`config.mk`:
```
export PLATFORM = sky130hd
export DESIGN_NAME = babbage_diff_engine_flat
export DESIGN_NICKNAME = d
export VERILOG_FILES = /design/src/rtl/babbage_diff_engine_if.sv /design/src/rtl/babbage_diff_engine.sv /design/src/flat_wrapper.sv
export SDC_FILE = /design/constraint.sdc
export NUM_CORES = 1
export LEC_CHECK = 0
export BUFFER_PORTS_ARGS = -buffer_cell sky130_fd_sc_hd__buf_2
export CORE_MARGIN = 5
export CORE_UTILIZATION = 40
export CTS_CLUSTER_DIAMETER = 60
export DETAILED_ROUTE_END_ITERATION = 6
export HOLD_SLACK_MARGIN = 0.12
export PLACE_DENSITY = 0.65
export SLEW_MARGIN = 20
export SYNTH_ARGS = -nofsm -noshare
export SYNTH_HDL_FRONTEND = slang
export SYNTH_SLANG_ARGS = --single-unit
```
`constraint.sdc`:
```
create_clock -name clk -period 6.4 [get_ports clk]
set_input_delay 0.32 -clock clk [delete_from_list [all_inputs] [get_ports clk]]
set_output_delay 0.32 -clock clk [all_outputs]
set_load 0.01 [all_outputs]
```
`src/rtl/babbage_diff_engine_if.sv`:
```
// Start/operand/result bundle for babbage_diff_engine.
// BABBAGE_OVF_EN adds the ovf result flag.
interface babbage_diff_engine_if #(
   parameter int unsigned W   = 16,
   parameter int unsigned N_W = 8
);
   logic           start;
   logic [N_W-1:0] n;
   logic [W-1:0]   d0;
   logic [W-1:0]   d1;
   logic [W-1:0]   d2;
   logic [W-1:0]   d3;
   logic           ready;
   logic           busy;
   logic           done_tick;
   logic [W-1:0]   f;
`ifdef BABBAGE_OVF_EN
   logic           ovf;

   modport master (
      output start, n, d0, d1, d2, d3,
      input  ready, busy, done_tick, f, ovf
   );

   modport slave (
      input  start, n, d0, d1, d2, d3,
      output ready, busy, done_tick, f, ovf
   );
`else
   modport master (
      output start, n, d0, d1, d2, d3,
      input  ready, busy, done_tick, f
   );

   modport slave (
      input  start, n, d0, d1, d2, d3,
      output ready, busy, done_tick, f
   );
`endif
endinterface

```
`src/rtl/babbage_diff_engine.sv`:
```
// Third-order difference engine: evaluates a cubic at index n by repeated
// addition of finite differences. Optional BABBAGE_OVF_EN adds a wrap flag.
module babbage_diff_engine #(
   parameter int unsigned W   = 16,
   parameter int unsigned N_W = 8
) (
   input  logic                 clk,
   input  logic                 reset,
   babbage_diff_engine_if.slave bus
);

   typedef enum logic [1:0] {
      IDLE = 2'd0,
      OP   = 2'd1,
      DONE = 2'd2
   } state_t;

   state_t         state;
   logic [W-1:0]   fr;
   logic [W-1:0]   gr;
   logic [W-1:0]   hr;
   logic [W-1:0]   cr;
   logic [N_W-1:0] cnt;
   logic [W-1:0]   f_q;
   logic           ready_q;
   logic           busy_q;
   logic           done_q;

   logic [W-1:0]   fr_next;
   logic [W-1:0]   gr_next;
   logic [W-1:0]   hr_next;

`ifdef BABBAGE_OVF_EN
   localparam int unsigned SW = W + 1;

   logic [SW-1:0]  sum_f;
   logic [SW-1:0]  sum_g;
   logic [SW-1:0]  sum_h;
   logic           step_carry;
   logic           ovf_acc;
   logic           ovf_q;

   // Widened sums expose the carry out of bit W-1 for each difference add.
   always_comb begin
      sum_f      = SW'(fr) + SW'(gr);
      sum_g      = SW'(gr) + SW'(hr);
      sum_h      = SW'(hr) + SW'(cr);
      fr_next    = sum_f[W-1:0];
      gr_next    = sum_g[W-1:0];
      hr_next    = sum_h[W-1:0];
      step_carry = sum_f[W] | sum_g[W] | sum_h[W];
   end

   // Sticky flag: cleared on accept, accumulates carries, published with f.
   always_ff @(posedge clk or posedge reset) begin
      if (reset) begin
         ovf_acc <= 1'b0;
         ovf_q   <= 1'b0;
      end else begin
         case (state)
            IDLE: if (bus.start) ovf_acc <= 1'b0;
            OP: begin
               if (cnt != '0) ovf_acc <= ovf_acc | step_carry;
               else           ovf_q   <= ovf_acc;
            end
            default: ;
         endcase
      end
   end

   assign bus.ovf = ovf_q;
`else
   always_comb begin
      fr_next = fr + gr;
      gr_next = gr + hr;
      hr_next = hr + cr;
   end
`endif

   // Control FSM and datapath; status outputs are registered with the state.
   always_ff @(posedge clk or posedge reset) begin
      if (reset) begin
         state   <= IDLE;
         fr      <= '0;
         gr      <= '0;
         hr      <= '0;
         cr      <= '0;
         cnt     <= '0;
         f_q     <= '0;
         ready_q <= 1'b1;
         busy_q  <= 1'b0;
         done_q  <= 1'b0;
      end else begin
         done_q <= 1'b0;
         case (state)
            IDLE: begin
               if (bus.start) begin
                  fr      <= bus.d0;
                  gr      <= bus.d1;
                  hr      <= bus.d2;
                  cr      <= bus.d3;
                  cnt     <= bus.n;
                  state   <= OP;
                  ready_q <= 1'b0;
                  busy_q  <= 1'b1;
               end
            end
            OP: begin
               if (cnt != '0) begin
                  fr  <= fr_next;
                  gr  <= gr_next;
                  hr  <= hr_next;
                  cnt <= cnt - N_W'(1);
               end else begin
                  f_q    <= fr;
                  state  <= DONE;
                  busy_q <= 1'b0;
                  done_q <= 1'b1;
               end
            end
            DONE: begin
               state   <= IDLE;
               ready_q <= 1'b1;
            end
            default: begin
               state   <= IDLE;
               ready_q <= 1'b1;
               busy_q  <= 1'b0;
            end
         endcase
      end
   end

   assign bus.f         = f_q;
   assign bus.ready     = ready_q;
   assign bus.busy      = busy_q;
   assign bus.done_tick = done_q;

endmodule

```
`src/flat_wrapper.sv`:
```
// flat-port wrapper written by rule: the top's interface ports become plain ports
module babbage_diff_engine_flat 
#(
   parameter int unsigned W   = 16,
   parameter int unsigned N_W = 8
)
  (clk, reset, bus_start, bus_n, bus_d0, bus_d1, bus_d2, bus_d3, bus_ready, bus_busy, bus_done_tick, bus_f);
  babbage_diff_engine_if #(.W(W), .N_W(N_W)) bus_i ();
  input  logic clk;
  input  logic reset;
  input wire logic [$bits(bus_i.start)-1:0] bus_start;
  input wire logic [$bits(bus_i.n)-1:0] bus_n;
  input wire logic [$bits(bus_i.d0)-1:0] bus_d0;
  input wire logic [$bits(bus_i.d1)-1:0] bus_d1;
  input wire logic [$bits(bus_i.d2)-1:0] bus_d2;
  input wire logic [$bits(bus_i.d3)-1:0] bus_d3;
  output wire logic [$bits(bus_i.ready)-1:0] bus_ready;
  output wire logic [$bits(bus_i.busy)-1:0] bus_busy;
  output wire logic [$bits(bus_i.done_tick)-1:0] bus_done_tick;
  output wire logic [$bits(bus_i.f)-1:0] bus_f;
  assign bus_i.start = bus_start;
  assign bus_i.n = bus_n;
  assign bus_i.d0 = bus_d0;
  assign bus_i.d1 = bus_d1;
  assign bus_i.d2 = bus_d2;
  assign bus_i.d3 = bus_d3;
  assign bus_ready = bus_i.ready;
  assign bus_busy = bus_i.busy;
  assign bus_done_tick = bus_i.done_tick;
  assign bus_f = bus_i.f;
  babbage_diff_engine #(.W(W), .N_W(N_W)) u_core (.clk(clk), .reset(reset), .bus(bus_i));
endmodule
```
==> results.yml <==
logic_synthesis:
  synthArstFlopShare_pct: 100.0
  synthFlopType: "dfrtp_1"
  synth-edff-count: 0
  synth_xor_area_share_pct: 4.588
  syn_inst: 700
  synthesis.nets: 825
  ys_seq_area_share_pct: 38.12
  synthSimpleGateAreaFrac_pct: 18.27
  ys_ff_latch: 93
  ys_types: 66
  synthAdderAreaFrac_pct: 10.61
  synth_mux_area_share_pct: 3.789
  synth_top_family_by_area: "compound AO/OA/AOI/OAI gates"
  syn_area_mm2: 0.006108
  syn_avg_cell_area_um2: 8.726
  synth_compound_area_share_pct: 21.28
  yosys_warnings: 0
min_path:
  holdCritStartpoint: "bus_d3[4]"
  min_path_type: "in2reg"
setup_path:
  cp_max_fo: 55
  arrival_ns: 3.58
  cp.required_ns: 6.64
  path_cells: "nor4_4 -> nand4bb_2 -> and2_1 -> nor2_8 -> inv_2 -> and3_1 -> mux2i_1 -> nand3_1"
  slowest_stage: "nor2_8"
  cp-end-kind: "register"
  cp_slowest_stage_delay_ns: 0.62
  rr_startpoint: "u_core.cnt[5]$_DFFE_PP0P_"
  cp-startpoint: "u_core.cnt[5]$_DFFE_PP0P_"
  worstSetupPathType: "reg2reg"
  start_kind: "register"
routing:
  avgRoutedWirePerCell_um: 15.77
  drt_first_pass_iters: 4
  wl_mm: 15.34
  drt_iter0_drc: 329
  num_vias: 5206
  drcViolationCount: 0
  via_per_inst: 5.350
  ant_nets: 0
layout:
  diodes: 0
  fin_cells: 973
  nNetsFinal: 906
  post-route-util_pct: 46.77
  fillers: 1516
  syn_to_final_growth_pct: 15.55
  drive_above_1_share_pct: 18.98
clocking:
  cts_tree: "built"
  clk_pin_slew_ns: 0.07
  post_cts.repair.setup_buffers: 0
  clock_path_buffers: 2
  cts_root_buffer: "clkbuf_16"
  clk_latency_ns: 0.35
  htree_levels: 3
  postCtsHoldBufs: 1
  ctsResizeCount: 0
  numCtsBuffers: 9
  cts.sinks: 93
flow_run:
  maxCapViolCount: 0
floorplan:
  io_pins: 94
  start_util_pct: 40.48
  dieArea_mm2: 0.01784
  core_region_area_mm2: 0.01509
  placementRows: 45
  die_w_um: 133.6
  die_y_um: 133.6
outcome:
  status: "finished clean"
timing:
  rsz0062_at_grt: "no"
  fin_skew_ns: 0.008879
  hold_viol: 0
  fin_setup_tns_ns: 0
  setup_viol: 0
  slew_headroom_pct: 29.74
  period_share_pct: 52.31
  tightest_slew_ns: 1.053
  fin_crit_ns: 3.348
  max_freq_mhz: 298.7
  drv_slew: 0
placement:
  gp_congestion: 0.8608
  hpwl_mm: 11.02
  placedCellCount: 957
  numPortBuffers: 93
global_route:
  antenna_found_initial: 0
  gr-total-overflow: 0
  grtUsageTotal_pct: 17.52
  grt_pass1_vias: 5030
  grt_pass1_wl_mm: 25.42
  grt_max_degree: 68
[metal layers]
layer | track usage [%] | wire length (um) | up-vias
li1 | - | - | 2662
met2 | 27.93 | 7020 | 105
met4 | 5.143 | 221 | 0
met5 | 0 | 0 | -
met1 | 24.61 | 7411 | 2422
met3 | 2.870 | 687 | 17
[cells in the mapped netlist (all sizes together), types with 7 or more instances]
cell	number	area, um^2
o21ai	45	229.0
a21o	7	52.55
o21a	8	60.06
buf	10	61.30
xnor2	19	166.4
dfrtp	92	2302
xor2	13	113.9
a31oi	17	106.4
nor3	13	70.07
ha	47	588.1
mux2	17	191.4
o211ai	8	60.06
inv	20	75.07
nor2	66	269.0
nand3	18	90.09
clkbuf	18	67.56
a21oi	80	411.7
nand2	118	442.9
[worst paths after layout]
path,endpoint,slack (ns),depth (start not counted)
hold / removal,u_core.cr[4]$_DFFE_PP0P_,0.16,3
setup / recovery,u_core.hr[8]$_DFFE_PP0P_,3.05,8
hold reg to reg,u_core.cr[2]$_DFFE_PP0P_,0.49,2
min in group asynchronous,u_core.fr[7]$_DFFE_PP0P_,0.50,3
setup reg to reg,u_core.hr[8]$_DFFE_PP0P_,3.05,8
max in group asynchronous,u_core.cr[9]$_DFFE_PP0P_,4.73,4
[stage by stage]
| step | setup slack, ns | cell area, um^2 | hold WS [ns] |
|---|---|---|---|
| after floorplan | 3.661 | 6108 | 0.4254 |
| after global placement | 3.140 | 6724 | 0.3209 |
| after detailed placement | 3.074 | 6724 | 0.3246 |
| after CTS | 3.067 | 7058 | 0.1508 |
| after global routing | 2.807 | 7058 | 0.1639 |
| final | 3.052 | 7058 | 0.1590 |
[flip-flops by register name, indices dropped and copies added (netlist names)]
register and flops:
u_core.bus.busy 1, u_core.bus.done_tick 1, u_core.bus.f 16, u_core.bus.ready 1, u_core.cnt 8, u_core.cr 16
u_core.fr 16, u_core.gr 16, u_core.hr 16, u_core.state 2
[critical path, delay by kind of cell, from the launching register on]
family / cells / cell delay [ns]
simple gates: 6 / 2.03
buf+inv: 1 / 0.57
flops: 1 / 0.43
mux: 1 / 0.12
[layout make-up]
class	count	area, um^2	share of cell area (%)
Clock inverter	5	85.08	1.205
Timing Repair Buffer	98	505.5	7.162
Multi-Input combinational cell	559	3587	50.82
Inverter	20	77.57	1.099
Sequential cell	93	2328	32.99
Clock buffer	10	239.0	3.386
Tap cell	188	235.2	3.333
[logic make-up (layout without fill, tap and decap cells)]
group | Yosys count | in the layout
mux | 21 | 21
buf+inv | 48 | 133
compound gates | 208 | 208
xor+xnor | 32 | 32
simple gates | 248 | 248
fa+ha+maj | 50 | 50
flops | 93 | 93
[cells in the final DEF, fill, tap and decap left out, drive strengths merged, types with 7 or more instances in the layout]
| cell type | n |
|---|---|
| nand2 | 118 |
| buf | 97 |
| dfrtp | 92 |
| a21oi | 80 |
| nor2 | 66 |
| ha | 47 |
| o21ai | 45 |
| inv | 20 |
| xnor2 | 19 |
| nand3 | 18 |
| a31oi | 17 |
| mux2 | 17 |
| xor2 | 13 |
| nor3 | 13 |
| clkbuf | 10 |
| o21a | 8 |
| o211ai | 8 |
| a21o | 7 |
Power is not shown: default switching activity piles up to over one toggle a cycle in this logic, so the estimate is an artifact.
